**src/rtl/pipe_pkg.sv**
```systemverilog
// ---------------------------------------------------------------------------
// pipe_pkg
// Shared definitions for the pipeline hazard controller:
//   PIPE_REG_W   - register-address width (Rd field of the ID/EX buffer)
//   PIPE_DEPTH   - number of post-ID stages holding a pending register write
//   ctrl_state_t - sequencing FSM states {RUN, FLUSH}
//   sb_entry_t   - one scoreboard slot {v, rd}
// ---------------------------------------------------------------------------
package pipe_pkg;

    localparam int PIPE_REG_W = 6;
    localparam int PIPE_DEPTH = 3;

    typedef enum logic {
        RUN   = 1'b0,
        FLUSH = 1'b1
    } ctrl_state_t;

    typedef struct packed {
        logic                  v;
        logic [PIPE_REG_W-1:0] rd;
    } sb_entry_t;

endpackage

```
**src/rtl/pipe_hazard_ctrl_if.sv**
```systemverilog
// ---------------------------------------------------------------------------
// pipe_hazard_ctrl_if
// Bundle between the decode stage / branch unit and the hazard controller.
//   Decode side  : id_valid, id_rs, id_rt, id_use_rs, id_use_rt, id_rd, id_wr
//   Branch side  : br_taken (resolved in EX/MEM)
//   Control side : pc_en, ifid_en, ifid_flush, idex_bubble
//   Debug        : hazard, stall_cnt
// master : drives the pipeline-status inputs, observes the enables
// slave  : the controller
// ---------------------------------------------------------------------------
interface pipe_hazard_ctrl_if #(
    parameter int REG_W = 6,
    parameter int CNT_W = 16
);

    logic             id_valid;
    logic [REG_W-1:0] id_rs;
    logic [REG_W-1:0] id_rt;
    logic             id_use_rs;
    logic             id_use_rt;
    logic [REG_W-1:0] id_rd;
    logic             id_wr;
    logic             br_taken;

    logic             pc_en;
    logic             ifid_en;
    logic             ifid_flush;
    logic             idex_bubble;
    logic             hazard;
    logic [CNT_W-1:0] stall_cnt;

    modport master (
        output id_valid, id_rs, id_rt, id_use_rs, id_use_rt, id_rd, id_wr, br_taken,
        input  pc_en, ifid_en, ifid_flush, idex_bubble, hazard, stall_cnt
    );

    modport slave (
        input  id_valid, id_rs, id_rt, id_use_rs, id_use_rt, id_rd, id_wr, br_taken,
        output pc_en, ifid_en, ifid_flush, idex_bubble, hazard, stall_cnt
    );

endinterface

```
**src/rtl/hazard_scoreboard.sv**
```systemverilog
// ---------------------------------------------------------------------------
// hazard_scoreboard
// Shift register of destination registers owned by in-flight instructions,
// plus the compare of the decode-stage sources against every valid slot.
// Slot 0 is the ID/EX occupant; the oldest slot is MEM/WB.
// Ports:
//   clock, reset    - rising-edge clock, synchronous active-high reset
//   push, rd        - entry written into slot 0 this cycle (v = push)
//   rs, rt          - decode-stage source registers
//   use_rs, use_rt  - which sources the decode instruction actually reads
//   match           - some read source is owned by a pending writer
// ---------------------------------------------------------------------------
module hazard_scoreboard
    import pipe_pkg::*;
#(
    parameter int REG_W = PIPE_REG_W,
    parameter int DEPTH = PIPE_DEPTH
) (
    input  logic             clock,
    input  logic             reset,
    input  logic             push,
    input  logic [REG_W-1:0] rd,
    input  logic [REG_W-1:0] rs,
    input  logic [REG_W-1:0] rt,
    input  logic             use_rs,
    input  logic             use_rt,
    output logic             match
);

    sb_entry_t        sb_reg [DEPTH];
    logic [DEPTH-1:0] hit_rs;
    logic [DEPTH-1:0] hit_rt;

    always_ff @(posedge clock) begin
        if (reset) begin
            for (int i = 0; i < DEPTH; i++) begin
                sb_reg[i] <= '0;
            end
        end else begin
            for (int i = DEPTH - 1; i > 0; i--) begin
                sb_reg[i] <= sb_reg[i-1];
            end
            sb_reg[0].v  <= push;
            sb_reg[0].rd <= rd;
        end
    end

    // Register 0 is compared like any other register: no hardwired-zero
    // exemption exists in this datapath.
    generate
        for (genvar gi = 0; gi < DEPTH; gi++) begin : g_cmp
            assign hit_rs[gi] = sb_reg[gi].v && (sb_reg[gi].rd == rs);
            assign hit_rt[gi] = sb_reg[gi].v && (sb_reg[gi].rd == rt);
        end
    endgenerate

    assign match = (use_rs && (|hit_rs)) || (use_rt && (|hit_rt));

endmodule

```
**src/rtl/pipe_hazard_ctrl.sv**
```systemverilog
// ---------------------------------------------------------------------------
// pipe_hazard_ctrl
// Sequencing controller for the PC register and the IF/ID and ID/EX buffers
// of a pipeline without forwarding. Stalls decode on read-after-write
// hazards against the scoreboard and squashes younger instructions for
// FLUSH_CYCLES cycles after a taken branch.
// Ports:
//   clock, reset  - rising-edge clock, synchronous active-high reset
//   bus (slave)   - decode/branch inputs, buffer enables, debug outputs
// Priority of the output decode: reset > br_taken > FLUSH > hazard > normal.
// ---------------------------------------------------------------------------
module pipe_hazard_ctrl
    import pipe_pkg::*;
#(
    parameter int REG_W        = PIPE_REG_W,
    parameter int DEPTH        = PIPE_DEPTH,
    parameter int FLUSH_CYCLES = 2,
    parameter int CNT_W        = 16
) (
    input  logic                clock,
    input  logic                reset,
    pipe_hazard_ctrl_if.slave   bus
);

    localparam int FCNT_W = (FLUSH_CYCLES > 1) ? $clog2(FLUSH_CYCLES) : 1;

    ctrl_state_t       state_reg;
    ctrl_state_t       state_next;
    logic [FCNT_W-1:0] fcnt_reg;
    logic [FCNT_W-1:0] fcnt_next;
    logic [CNT_W-1:0]  stall_cnt_reg;
    logic [CNT_W-1:0]  stall_cnt_next;

    logic sb_match;
    logic sb_push;
    logic pc_en;
    logic ifid_en;
    logic ifid_flush;
    logic idex_bubble;
    logic hazard;

    // Bubbles and squashed instructions never claim a scoreboard slot.
    assign sb_push = bus.id_valid && bus.id_wr && !idex_bubble;

    hazard_scoreboard #(
        .REG_W (REG_W),
        .DEPTH (DEPTH)
    ) u_scoreboard (
        .clock  (clock),
        .reset  (reset),
        .push   (sb_push),
        .rd     (bus.id_rd),
        .rs     (bus.id_rs),
        .rt     (bus.id_rt),
        .use_rs (bus.id_use_rs),
        .use_rt (bus.id_use_rt),
        .match  (sb_match)
    );

    always_ff @(posedge clock) begin
        if (reset) begin
            state_reg     <= RUN;
            fcnt_reg      <= '0;
            stall_cnt_reg <= '0;
        end else begin
            state_reg     <= state_next;
            fcnt_reg      <= fcnt_next;
            stall_cnt_reg <= stall_cnt_next;
        end
    end

    always_comb begin
        state_next  = state_reg;
        fcnt_next   = fcnt_reg;
        pc_en       = 1'b1;
        ifid_en     = 1'b1;
        ifid_flush  = 1'b0;
        idex_bubble = 1'b0;
        hazard      = 1'b0;

        if (reset) begin
            // Outputs stay at the free-running values while reset is held.
            state_next = RUN;
            fcnt_next  = '0;
        end else if (bus.br_taken) begin
            ifid_flush  = 1'b1;
            idex_bubble = 1'b1;
            // The branch cycle itself is the first flush cycle; fcnt holds
            // the number of flush cycles still to come.
            if (FLUSH_CYCLES > 1) begin
                state_next = FLUSH;
                fcnt_next  = FCNT_W'(FLUSH_CYCLES - 1);
            end else begin
                state_next = RUN;
                fcnt_next  = '0;
            end
        end else if (state_reg == FLUSH) begin
            ifid_flush  = 1'b1;
            idex_bubble = 1'b1;
            // Leave once the count of remaining flush cycles reaches zero.
            if (fcnt_reg <= FCNT_W'(1)) begin
                state_next = RUN;
                fcnt_next  = '0;
            end else begin
                fcnt_next = fcnt_reg - FCNT_W'(1);
            end
        end else if (bus.id_valid && sb_match) begin
            hazard      = 1'b1;
            pc_en       = 1'b0;
            ifid_en     = 1'b0;
            idex_bubble = 1'b1;
        end
    end

    always_comb begin
        stall_cnt_next = stall_cnt_reg;
        if (hazard && (stall_cnt_reg != {CNT_W{1'b1}})) begin
            stall_cnt_next = stall_cnt_reg + CNT_W'(1);
        end
    end

    assign bus.pc_en       = pc_en;
    assign bus.ifid_en     = ifid_en;
    assign bus.ifid_flush  = ifid_flush;
    assign bus.idex_bubble = idex_bubble;
    assign bus.hazard      = hazard;
    assign bus.stall_cnt   = stall_cnt_reg;

endmodule

```
**src/flat_wrapper.sv**
```systemverilog
// flat-port wrapper written by rule: the top's interface ports become plain ports
module pipe_hazard_ctrl_flat import pipe_pkg::*;
#(
    parameter int REG_W        = PIPE_REG_W,
    parameter int DEPTH        = PIPE_DEPTH,
    parameter int FLUSH_CYCLES = 2,
    parameter int CNT_W        = 16
)
  (clock, reset, bus_id_valid, bus_id_rs, bus_id_rt, bus_id_use_rs, bus_id_use_rt, bus_id_rd, bus_id_wr, bus_br_taken, bus_pc_en, bus_ifid_en, bus_ifid_flush, bus_idex_bubble, bus_hazard, bus_stall_cnt);
  pipe_hazard_ctrl_if #(.REG_W(REG_W), .CNT_W(CNT_W)) bus_i ();
  input  logic clock;
  input  logic reset;
  input wire logic [$bits(bus_i.id_valid)-1:0] bus_id_valid;
  input wire logic [$bits(bus_i.id_rs)-1:0] bus_id_rs;
  input wire logic [$bits(bus_i.id_rt)-1:0] bus_id_rt;
  input wire logic [$bits(bus_i.id_use_rs)-1:0] bus_id_use_rs;
  input wire logic [$bits(bus_i.id_use_rt)-1:0] bus_id_use_rt;
  input wire logic [$bits(bus_i.id_rd)-1:0] bus_id_rd;
  input wire logic [$bits(bus_i.id_wr)-1:0] bus_id_wr;
  input wire logic [$bits(bus_i.br_taken)-1:0] bus_br_taken;
  output wire logic [$bits(bus_i.pc_en)-1:0] bus_pc_en;
  output wire logic [$bits(bus_i.ifid_en)-1:0] bus_ifid_en;
  output wire logic [$bits(bus_i.ifid_flush)-1:0] bus_ifid_flush;
  output wire logic [$bits(bus_i.idex_bubble)-1:0] bus_idex_bubble;
  output wire logic [$bits(bus_i.hazard)-1:0] bus_hazard;
  output wire logic [$bits(bus_i.stall_cnt)-1:0] bus_stall_cnt;
  assign bus_i.id_valid = bus_id_valid;
  assign bus_i.id_rs = bus_id_rs;
  assign bus_i.id_rt = bus_id_rt;
  assign bus_i.id_use_rs = bus_id_use_rs;
  assign bus_i.id_use_rt = bus_id_use_rt;
  assign bus_i.id_rd = bus_id_rd;
  assign bus_i.id_wr = bus_id_wr;
  assign bus_i.br_taken = bus_br_taken;
  assign bus_pc_en = bus_i.pc_en;
  assign bus_ifid_en = bus_i.ifid_en;
  assign bus_ifid_flush = bus_i.ifid_flush;
  assign bus_idex_bubble = bus_i.idex_bubble;
  assign bus_hazard = bus_i.hazard;
  assign bus_stall_cnt = bus_i.stall_cnt;
  pipe_hazard_ctrl #(.REG_W(REG_W), .DEPTH(DEPTH), .FLUSH_CYCLES(FLUSH_CYCLES), .CNT_W(CNT_W)) u_core (.clock(clock), .reset(reset), .bus(bus_i));
endmodule
```
**config.mk**
```make
export PLATFORM = sky130hd
export DESIGN_NAME = pipe_hazard_ctrl_flat
export DESIGN_NICKNAME = d
export VERILOG_FILES = /design/src/rtl/pipe_pkg.sv /design/src/rtl/pipe_hazard_ctrl_if.sv /design/src/rtl/hazard_scoreboard.sv /design/src/rtl/pipe_hazard_ctrl.sv /design/src/flat_wrapper.sv
export SDC_FILE = /design/constraint.sdc
export NUM_CORES = 1
export LEC_CHECK = 0
export CAP_MARGIN = 20
export CORE_MARGIN = 5
export CORE_UTILIZATION = 53
export DETAILED_ROUTE_END_ITERATION = 8
export PLACE_DENSITY = 0.88
export SLEW_MARGIN = 20
export SYNTH_ARGS = -nofsm -noshare
export SYNTH_HDL_FRONTEND = slang
export SYNTH_SLANG_ARGS = --single-unit
```
**constraint.sdc**
```tcl
create_clock -name clock -period 4.1 [get_ports clock]
set_input_delay 0.41 -clock clock [delete_from_list [all_inputs] [get_ports clock]]
set_output_delay 0.41 -clock clock [all_outputs]
set_load 0.02 [all_outputs]
```
==> results of run 1 <==
## worst reg2reg max path, stage by stage (launching register included)
cell	delay, ps
sky130_fd_sc_hd__dfxtp_1	430
sky130_fd_sc_hd__nand4_1	170
sky130_fd_sc_hd__nor4_1	600
sky130_fd_sc_hd__nand4_1	230
sky130_fd_sc_hd__nor2_1	530
sky130_fd_sc_hd__buf_4	290
sky130_fd_sc_hd__nor4b_1	80
sky130_fd_sc_hd__mux2_1	320
## per-layer routing
metal,wire [um],vias up,global-route usage (%)
li1,-,847,-
met1,2100,760,25.7
met2,2180,56,30.8
met3,244,9,5.54
met4,100,0,6.68
met5,0,-,0
## kinds of logic after synthesis
family | synth area share, %
fa+ha+maj | 0.643
xor+xnor | 16.2
flops | 39.1
simple gates | 28.4
compound gates | 8.68
buf+inv | 3.60
mux | 3.41
## cells in the final DEF (no fill, tap or decap), types with 2 or more instances in the layout
cell	n
sky130_fd_sc_hd__buf_4	2
sky130_fd_sc_hd__nor2_1	12
sky130_fd_sc_hd__or2_2	5
sky130_fd_sc_hd__xor2_1	18
sky130_fd_sc_hd__nor3_1	3
sky130_fd_sc_hd__a21oi_1	4
sky130_fd_sc_hd__or4_1	7
sky130_fd_sc_hd__nor4_1	8
sky130_fd_sc_hd__bufinv_16	2
sky130_fd_sc_hd__clkdlybuf4s50_1	45
sky130_fd_sc_hd__nand4_1	11
sky130_fd_sc_hd__nor2b_1	27
sky130_fd_sc_hd__o41ai_1	6
sky130_fd_sc_hd__mux2_2	4
sky130_fd_sc_hd__inv_1	3
sky130_fd_sc_hd__nand2_1	13
sky130_fd_sc_hd__clkbuf_8	6
sky130_fd_sc_hd__o311ai_0	5
sky130_fd_sc_hd__xnor2_1	18
sky130_fd_sc_hd__nand3_1	6
sky130_fd_sc_hd__o31ai_1	2
sky130_fd_sc_hd__dfxtp_1	38
## power breakdown
| group | internal [uW] | leakage (uW) | switching (uW) | total (uW) |
|---|---|---|---|---|
| logic | 46.2 | 0.000511 | 35.1 | 81.3 |
| clock network | 259 | 0.0000714 | 130 | 389 |
| registers | 377 | 0.000310 | 8.62 | 386 |
| total | 683 | 0.000892 | 174 | 857 |
## path summary, 6_finish.rpt
check	start	endpoint	slack, ps	cells past startpoint
worst max-delay path	bus_id_rs[4]	bus_hazard	750	9
worst min-delay path	u_core.u_scoreboard.sb_reg[0][13]	u_core.u_scoreboard.sb_reg[0][20]	500	1
worst max register to register	u_core.bus.stall_cnt[7]	u_core.bus.stall_cnt[9]	1350	7
worst min register to register	u_core.u_scoreboard.sb_reg[0][13]	u_core.u_scoreboard.sb_reg[0][20]	500	1
## metrics by stage
| step | total power, uW | utilization, % |
|---|---|---|
| after global routing | 890 | 70.9 |
| final | 857 | 70.9 |
| after detailed placement | 475 | 66.9 |
| after floorplan | 432 | - |
| after CTS | 866 | 70.9 |
| after global placement | 473 | 66.9 |
## cell type report
cell class / count / share of cell area, %
multi-input cells: 161 / 43.6
flip-flops and latches: 38 / 29.8
repair buffers: 47 / 18.2
clock buffers: 6 / 3.23
clock inverters: 2 / 2.35
well taps: 48 / 2.35
inverters: 3 / 0.441
==> results by group, run 1 <==
Routing
  • Number of routed nets with antenna violations: 0
  • Initial DRC count: 99
  • Number of vias after detailed routing: 1672
  • Detailed-router iteration count before antenna repair: 4
  • Detailed-route DRC error count: 0
  • Per-cell routed wire length: 15.2 um
  • DRT Wirelength: 4630 um
  • Routed via count divided by cell count: 5.48

Worst setup path
  • Kind of launch point of the worst setup path: input port
  • Setup crit end kind: primary output
  • Worst path required time: 3690 ps
  • Max incr delay on CP: 600 ps
  • Worst path buffer plus inverter count: 2
  • Crit Path Max Fanout: 3
  • Cells traversed along the worst timing path: clkdlybuf4s50_1 > xnor2_1 > nand4_1 > or4_1 > and3_4 > and2b_2 > o21a_1 > and2_1 > clkdlybuf4s50_1
  • Arrival time of data at the critical path endpoint: 2940 ps
  • CP max stage cell: sky130_fd_sc_hd__clkdlybuf4s50_1
  • Most Frequent Cell on Critical Path: sky130_fd_sc_hd__clkdlybuf4s50_1
  • Family with the most delay on the worst path: buffers and inverters
  • Critical Setup Path Class: in2out

Yosys
  • Area leader, netlist: sky130_fd_sc_hd__dfxtp_1
  • Average size of a mapped cell: 9.18 um^2
  • Mapped Cells: 212
  • Portion of the post-synthesis area used by sequential elements: 39.1%
  • Main synth FF type: sky130_fd_sc_hd__dfxtp_1
  • Flops & latches, synth: 38
  • Synthesis warning total: 0
  • Fraction of post-synthesis cell area in the top cell type by area: 39.1%
  • Syn nets: 238
  • Top cells by count, synth: 38 x sky130_fd_sc_hd__dfxtp_1, 27 x sky130_fd_sc_hd__nor2b_1, 18 x sky130_fd_sc_hd__xnor2_1, 18 x sky130_fd_sc_hd__xor2_1, 13 x sky130_fd_sc_hd__nand2_1
  • Cell types occupying the most area after synthesis: sky130_fd_sc_hd__dfxtp_1 39%, sky130_fd_sc_hd__nor2b_1 8.7%, sky130_fd_sc_hd__xnor2_1 8.1%, sky130_fd_sc_hd__xor2_1 8.1%, sky130_fd_sc_hd__nand4_1 3.5%
  • Count leader, synth: sky130_fd_sc_hd__dfxtp_1
  • Async SR Flop Fraction: 0%
  • Post-Synthesis Cell Area: 1950 um^2
  • Count of flip-flops with a built-in enable after synthesis: 0
  • Post-synthesis cell type count: 35

Die
  • Overall die area: 4980 um^2
  • Initial core utilization: 54.0%
  • I/O pin count: 46
  • Die height: 70.6 um
  • Core Area: 3610 um^2
  • Die Span X: 70.6 um
  • Cell row count: 22

Clock network
  • CTS Sinks: 38
  • Hold-fix buffer count after cts: 0
  • Count of buffers added by post-CTS timing repair for setup: 0
  • Clock network latency to the later pin of the worst-skew pair: 290 ps
  • Clk Tree Root Cell: sky130_fd_sc_hd__clkbuf_8
  • Post-cts resize count: 0
  • Deepest level of the CTS H-tree: 2
  • Clock transition at the registers of the reported paths: 80 ps
  • TritonCTS clock tree: done
  • Max clock buf depth: 2
  • Clock buffer count from CTS: 5

STA
  • Worst Hold Slack: 499 ps
  • Highest attainable clock frequency: 299 MHz
  • Clock tree skew after final layout: 6.16 ps
  • Final Max Tran Viols: 0
  • Part of the cycle the worst path needs: 81.7%
  • Actual slew at the worst max-slew pin: 758 ps
  • Worst rel slew slack: 49.3%
  • Min setup slack post-route: 750 ps
  • Sum of negative setup slack: 0 ps
  • Min cycle time layout: 3350 ps
  • Final Hold Viols: 0
  • Count of endpoints failing setup in the final report: 0
  • Unrepaired setup endpoints after global routing: false

Place
  • DP Wirelength: 3340 um
  • Post-Place Setup Slack: 750 ps
  • Post-place instance area: 2410 um^2
  • Port Buffers: 45
  • Final Wtd Congestion: 0.841
  • Placed Cells incl. Taps: 297

Cells and area
  • Fin cells: 305
  • Ratio of cells with drive above 1 in the final layout: 8.56%
  • Total Nets Final: 282
  • Fillers: 270
  • Area growth from synthesis to final layout: 31.3%
  • Flip-flop count of the largest register, all copies and words added: 21
  • Number of diodes added for antenna fixing: 0
  • Area of all placed cells without fillers: 2550 um^2
  • Multi-input logic area: 1110 um^2
  • Register area: 761 um^2

GRT
  • GR Util All Layers: 19.5%
  • First-pass GRT wire length: 7800 um
  • Pin count of the biggest net entering global routing: 26
  • Number of global-route vias before repair: 1631
  • Leftover overflow at the end of global routing: 0
  • Number of antenna violations at the first check in global routing: 0

Flow run
  • Count of max-cap constraint violations: 0

Pwr
  • Maximum resistive drop on vdd: 0.209 mV
  • Leakage component of the power: 0.000892 uW
  • Pwr per Cell Area: 335 nW/um^2

Worst hold path
  • Type of the worst min-delay path: reg2reg

Run status
  • Status: finished, final reports clean
Power figures use the tool's default switching activity.
==> run 2, diff against run 1 <==
CORE_UTILIZATION = 49   (was 53)
PLACE_DENSITY = 0.83   (was 0.88)
clock period = 3.1 ns   (was 4.1 ns; I/O delays follow)
==> results by group, run 2 (synthesis results as in run 1) <==
Routing
  • Routed via count divided by cell count: 5.39
  • Number of vias after detailed routing: 1655
  • Detailed-router iteration count before antenna repair: 4
  • Number of routed nets with antenna violations: 0
  • DRT Wirelength: 4330 um
  • Detailed-route DRC error count: 0
  • Per-cell routed wire length: 14.1 um
  • Initial DRC count: 69

Clock network
  • Clk Tree Root Cell: sky130_fd_sc_hd__clkbuf_8
  • CTS Sinks: 38
  • Deepest level of the CTS H-tree: 2
  • Clock buffer count from CTS: 5
  • Clock transition at the registers of the reported paths: 70 ps
  • Count of buffers added by post-CTS timing repair for setup: 0
  • Hold-fix buffer count after cts: 0
  • Post-cts resize count: 2
  • TritonCTS clock tree: done
  • Max clock buf depth: 2
  • Clock network latency to the later pin of the worst-skew pair: 280 ps

Worst setup path
  • Worst path buffer plus inverter count: 2
  • Crit Path Max Fanout: 3
  • Arrival time of data at the critical path endpoint: 2540 ps
  • Depth of the worst register-to-register path: 7
  • Critical Setup Path Class: in2out
  • Start of the worst register-to-register path: u_core.u_scoreboard.sb_reg[0][11]
  • CP max stage cell: sky130_fd_sc_hd__clkdlybuf4s50_1
  • Reg-to-Reg End: u_core.bus.stall_cnt[9]
  • Setup crit end kind: primary output
  • Worst path required time: 2790 ps
  • R2R setup slack: 710 ps
  • Kind of launch point of the worst setup path: input port
  • Cells traversed along the worst timing path: clkdlybuf4s50_1 > xnor2_1 > nand4_1 > or4_1 > and3_4 > and2b_2 > o21a_1 > and2_1 > dlygate4sd2_1
  • Family with the most delay on the worst path: simple AND/OR/NAND/NOR gates
  • Max incr delay on CP: 480 ps

Cells and area
  • Area of all placed cells without fillers: 2510 um^2
  • Number of diodes added for antenna fixing: 0
  • Most frequent standard cell in the layout excluding fill and tap cells: sky130_fd_sc_hd__clkdlybuf4s50_1
  • Area growth from synthesis to final layout: 28.9%
  • Ratio of cells with drive above 1 in the final layout: 8.17%
  • Flip-flop count of the largest register, all copies and words added: 21
  • Fillers: 357
  • Total Nets Final: 282
  • Commonest cells after routing, fill and taps aside: 41 x sky130_fd_sc_hd__clkdlybuf4s50_1, 38 x sky130_fd_sc_hd__dfxtp_1, 27 x sky130_fd_sc_hd__nor2b_1

Pwr
  • Pwr per Cell Area: 379 nW/um^2
  • Combinational cell fraction of total power: 11.1%
  • Maximum resistive drop on vdd: 0.222 mV
  • Switching power: 212 uW
  • Clock power frac: 35.3%
  • Sequential share of power: 53.7%
  • Leakage component of the power: 0.000875 uW
  • Switching Fraction: 22.3%
  • Cell Int Power: 739 uW

STA
  • Sum of negative setup slack: 0 ps
  • Min cycle time layout: 2850 ps
  • Final Hold Viols: 0
  • Unrepaired setup endpoints after global routing: false
  • Count of endpoints failing setup in the final report: 0
  • Clock tree skew after final layout: 3.99 ps
  • Worst Hold Slack: 507 ps
  • Highest attainable clock frequency: 351 MHz
  • Min setup slack post-route: 250 ps
  • Final Max Tran Viols: 0
  • Worst rel slew slack: 57.2%
  • Actual slew at the worst max-slew pin: 637 ps
  • Part of the cycle the worst path needs: 91.9%

GRT
  • First-pass GRT wire length: 7580 um
  • GR Util All Layers: 18.2%
  • Number of antenna violations at the first check in global routing: 0
  • Number of global-route vias before repair: 1705
  • Pin count of the biggest net entering global routing: 43
  • Leftover overflow at the end of global routing: 0

Worst hold path
  • Hold Crit Endpoint: u_core.u_scoreboard.sb_reg[0][15]
  • Start point of the worst min-delay path: u_core.u_scoreboard.sb_reg[0][8]
  • WHS Path Cells: 1
  • Type of the worst min-delay path: reg2reg

Place
  • Port Buffers: 45
  • Post-Place Setup Slack: -29.2 ps
  • Final Wtd Congestion: 0.892
  • DP Wirelength: 3220 um
  • Post-place instance area: 2410 um^2

Die
  • Die Span X: 73.0 um
  • Overall die area: 5330 um^2
  • I/O pin count: 46
  • Die height: 73.0 um
  • Initial core utilization: 49.7%
  • Cell row count: 23
  • Core Area: 3910 um^2

Run status
  • Status: finished, final reports clean

Flow run
  • Count of max-cap constraint violations: 0
-- run 2: cell count changes in the layout (fill, tap and decap cells not counted) --
cell	previous run	this run
sky130_fd_sc_hd__clkbuf_1	0	1
sky130_fd_sc_hd__dlymetal6s2s_1	0	2
sky130_fd_sc_hd__bufinv_16	2	0
sky130_fd_sc_hd__clkinv_2	0	1
sky130_fd_sc_hd__clkdlybuf4s50_1	45	41
sky130_fd_sc_hd__dlygate4sd2_1	0	2
-- run 2: power groups by stage --
| stage | Clock (uW) | Sequential [uW] | Combinational, uW |
|---|---|---|---|
| after detailed placement | 0 | 521 | 106 |
| after floorplan | 0 | 518 | 53.6 |
| after CTS | 350 | 510 | 106 |
| after global routing | 375 | 511 | 115 |
| after global placement | 0 | 521 | 104 |
| final | 335 | 510 | 105 |
-- run 2: metrics by stage --
stage | std cells | power (uW) | utilization, %
2_1_floorplan | 212 | 572 | -
3_3_place_gp | 299 | 625 | 61.7
3_5_place_dp | 299 | 627 | 61.7
4_1_cts | 307 | 966 | 64.0
5_1_grt | 307 | 1000 | 64.1
6_report | 307 | 950 | 64.1
-- run 2: worst max path at each step --
stage / endpoint / depth (start not counted) / slack, ps / startpoint
after floorplan: bus_pc_en / 7 / 950 / bus_id_rs[3]
after global placement: bus_hazard / 9 / 10 / bus_id_rs[4]
after detailed placement: bus_hazard / 9 / -30 / bus_id_rs[0]
after CTS: bus_pc_en / 9 / 40 / bus_id_rs[0]
after global routing: bus_hazard / 9 / 100 / bus_id_rs[0]
final: bus_hazard / 9 / 250 / bus_id_rs[4]
-- run 2: routing by layer --
layer | up-vias | part of all wire (%) | track usage (%)
met3 | 8 | 5.5 | 4.96
met5 | - | 0 | 0
li1 | 841 | - | -
met4 | 0 | 1.4 | 7.17
met2 | 48 | 48 | 28.6
met1 | 758 | 45 | 23.5
-- run 2: area by class of cell --
| class | instances | area [um^2] | share of cell area [%] |
|---|---|---|---|
| sequential | 38 | 761 | 30.3 |
| inverter | 3 | 11.3 | 0.449 |
| clock buffer | 7 | 86.3 | 3.44 |
| timing repair buffer | 47 | 468 | 18.7 |
| clock inverter | 1 | 5.00 | 0.200 |
| tap | 50 | 62.6 | 2.49 |
| multi-input combinational | 161 | 1110 | 44.4 |
==> run 3, diff against run 2 <==
CORE_UTILIZATION = 35   (was 49)
PLACE_DENSITY = 0.64   (was 0.83)
==> results by group, run 3 (synthesis results as in run 1) <==
Clock network
  • Max clock buf depth: 2
  • Count of buffers added by post-CTS timing repair for setup: 0
  • Clock buffer count from CTS: 5
  • Deepest level of the CTS H-tree: 2
  • Post-cts resize count: 2
  • Clock transition at the registers of the reported paths: 80 ps
  • TritonCTS clock tree: done
  • Clock network latency to the later pin of the worst-skew pair: 290 ps
  • Clk Tree Root Cell: sky130_fd_sc_hd__clkbuf_8
  • CTS Sinks: 38
  • Hold-fix buffer count after cts: 0

Cells and area
  • Commonest cells after routing, fill and taps aside: 41 x sky130_fd_sc_hd__clkdlybuf4s50_1, 38 x sky130_fd_sc_hd__dfxtp_1, 27 x sky130_fd_sc_hd__nor2b_1
  • Register area: 761 um^2
  • Multi-input logic area: 1110 um^2
  • Area growth from synthesis to final layout: 30.7%
  • Total Nets Final: 283
  • Most frequent standard cell in the layout excluding fill and tap cells: sky130_fd_sc_hd__clkdlybuf4s50_1
  • Fin cells: 330
  • Number of diodes added for antenna fixing: 0
  • Fillers: 534
  • Flip-flop count of the largest register, all copies and words added: 21
  • Ratio of cells with drive above 1 in the final layout: 8.53%

STA
  • Worst rel slew slack: 56.0%
  • Min cycle time layout: 2900 ps
  • Clock tree skew after final layout: 11.5 ps
  • Final Hold Viols: 0
  • Count of endpoints failing setup in the final report: 0
  • Part of the cycle the worst path needs: 93.5%
  • Sum of negative setup slack: 0 ps
  • Highest attainable clock frequency: 345 MHz
  • Final Max Tran Viols: 0
  • Unrepaired setup endpoints after global routing: false
  • Actual slew at the worst max-slew pin: 654 ps

GRT
  • Number of global-route vias before repair: 1681
  • GR Util All Layers: 13.1%
  • Number of antenna violations at the first check in global routing: 0
  • Pin count of the biggest net entering global routing: 37
  • Leftover overflow at the end of global routing: 0
  • First-pass GRT wire length: 7680 um

Place
  • Final Wtd Congestion: 0.762
  • Placed Cells incl. Taps: 322
  • DP Wirelength: 3330 um
  • Port Buffers: 45

Worst setup path
  • Start of the worst register-to-register path: u_core.u_scoreboard.sb_reg[0][16]
  • Reg-to-Reg End: u_core.bus.stall_cnt[9]
  • R2R setup slack: 690 ps
  • Setup crit end kind: primary output
  • Critical Setup Path Class: in2out
  • Depth of the worst register-to-register path: 7
  • Crit Path Max Fanout: 3
  • Worst path required time: 2790 ps
  • Arrival time of data at the critical path endpoint: 2590 ps
  • Kind of launch point of the worst setup path: input port

Die
  • Initial core utilization: 35.8%
  • Die height: 84.6 um
  • Overall die area: 7150 um^2
  • Core Area: 5440 um^2
  • Cell row count: 27
  • I/O pin count: 46
  • Die Span X: 84.6 um

Routing
  • Routed via count divided by cell count: 5.03
  • Initial DRC count: 40
  • Routed wl met3: 285 um
  • DRT Wirelength: 4490 um
  • Sum of routed wire segments on met1: 1950 um
  • Met2 wire length: 2130 um
  • Detailed-route DRC error count: 0
  • Detailed-router iteration count before antenna repair: 4
  • Top layer reached by signal wires: met4
  • Number of vias after detailed routing: 1660
  • Per-cell routed wire length: 13.6 um
  • Number of routed nets with antenna violations: 0

Run status
  • Status: finished, final reports clean

Worst hold path
  • WHS Path Cells: 2
  • Type of the worst min-delay path: reg2reg
  • Hold Crit Endpoint: u_core.bus.stall_cnt[15]
  • Start point of the worst min-delay path: u_core.bus.stall_cnt[15]

Pwr
  • Overall power consumption: 960 uW
  • Maximum resistive drop on vdd: 0.147 mV
  • Pwr per Cell Area: 377 nW/um^2
  • Leakage component of the power: 0.000880 uW

Flow run
  • Count of max-cap constraint violations: 0
## run 3: cell count changes in the layout (fill, tap and decap cells not counted)
| cell | delta |
|---|---|
| sky130_fd_sc_hd__buf_4 | +1 |
## run 3: critical path: stages
cell	delay [ps]
sky130_fd_sc_hd__clkdlybuf4s50_1	540
sky130_fd_sc_hd__xnor2_1	140
sky130_fd_sc_hd__nand4_1	140
sky130_fd_sc_hd__or4_1	420
sky130_fd_sc_hd__and3_4	210
sky130_fd_sc_hd__and2b_2	210
sky130_fd_sc_hd__o21a_1	160
sky130_fd_sc_hd__and2_1	130
sky130_fd_sc_hd__dlygate4sd2_1	330
## run 3: layer usage
layer | global-route usage, % | up-vias
met5 | 0 | -
met4 | 5.61 | 0
met3 | 5.50 | 12
met2 | 21.1 | 39
met1 | 15.2 | 777
li1 | - | 832
## run 3: per-stage QoR
stage / area (um^2) / util (%) / hold slack, ps / worst slack, ps
global route: 2540 / 46.8 / 523 / 68.6
global placement: 2450 / 45.0 / 492 / -13.3
finish: 2540 / 46.8 / 500 / 203
detailed placement: 2450 / 45.0 / 487 / -54.1
floorplan: 1950 / - / 429 / 955
CTS: 2540 / 46.7 / 502 / 39.7
## run 3: layout make-up
type / instances / area share (%)
Tap cell: 72 / 3.54
Clock buffer: 7 / 3.39
Multi-Input combinational cell: 161 / 43.8
Inverter: 3 / 0.443
Clock inverter: 1 / 0.197
Sequential cell: 38 / 29.9
Timing Repair Buffer: 48 / 18.7
## run 3: worst max path at each step
| stage | from | to | slack, ps | depth (start not counted) |
|---|---|---|---|---|
| after floorplan | bus_id_rs[3] | bus_pc_en | 950 | 7 |
| after global placement | bus_id_rs[0] | bus_hazard | -10 | 9 |
| after detailed placement | bus_id_rs[0] | bus_hazard | -50 | 9 |
| after CTS | bus_id_rs[0] | bus_pc_en | 40 | 9 |
| after global routing | bus_id_rs[4] | bus_hazard | 70 | 9 |
| final | bus_id_rs[0] | bus_hazard | 200 | 9 |
## run 3: power breakdown
part           total (uW)  switching [uW]  internal [uW]
Combinational         105            43.8           61.1
Clock                 345             166            179
Sequential            510            11.1            499
Total                 960             220            740
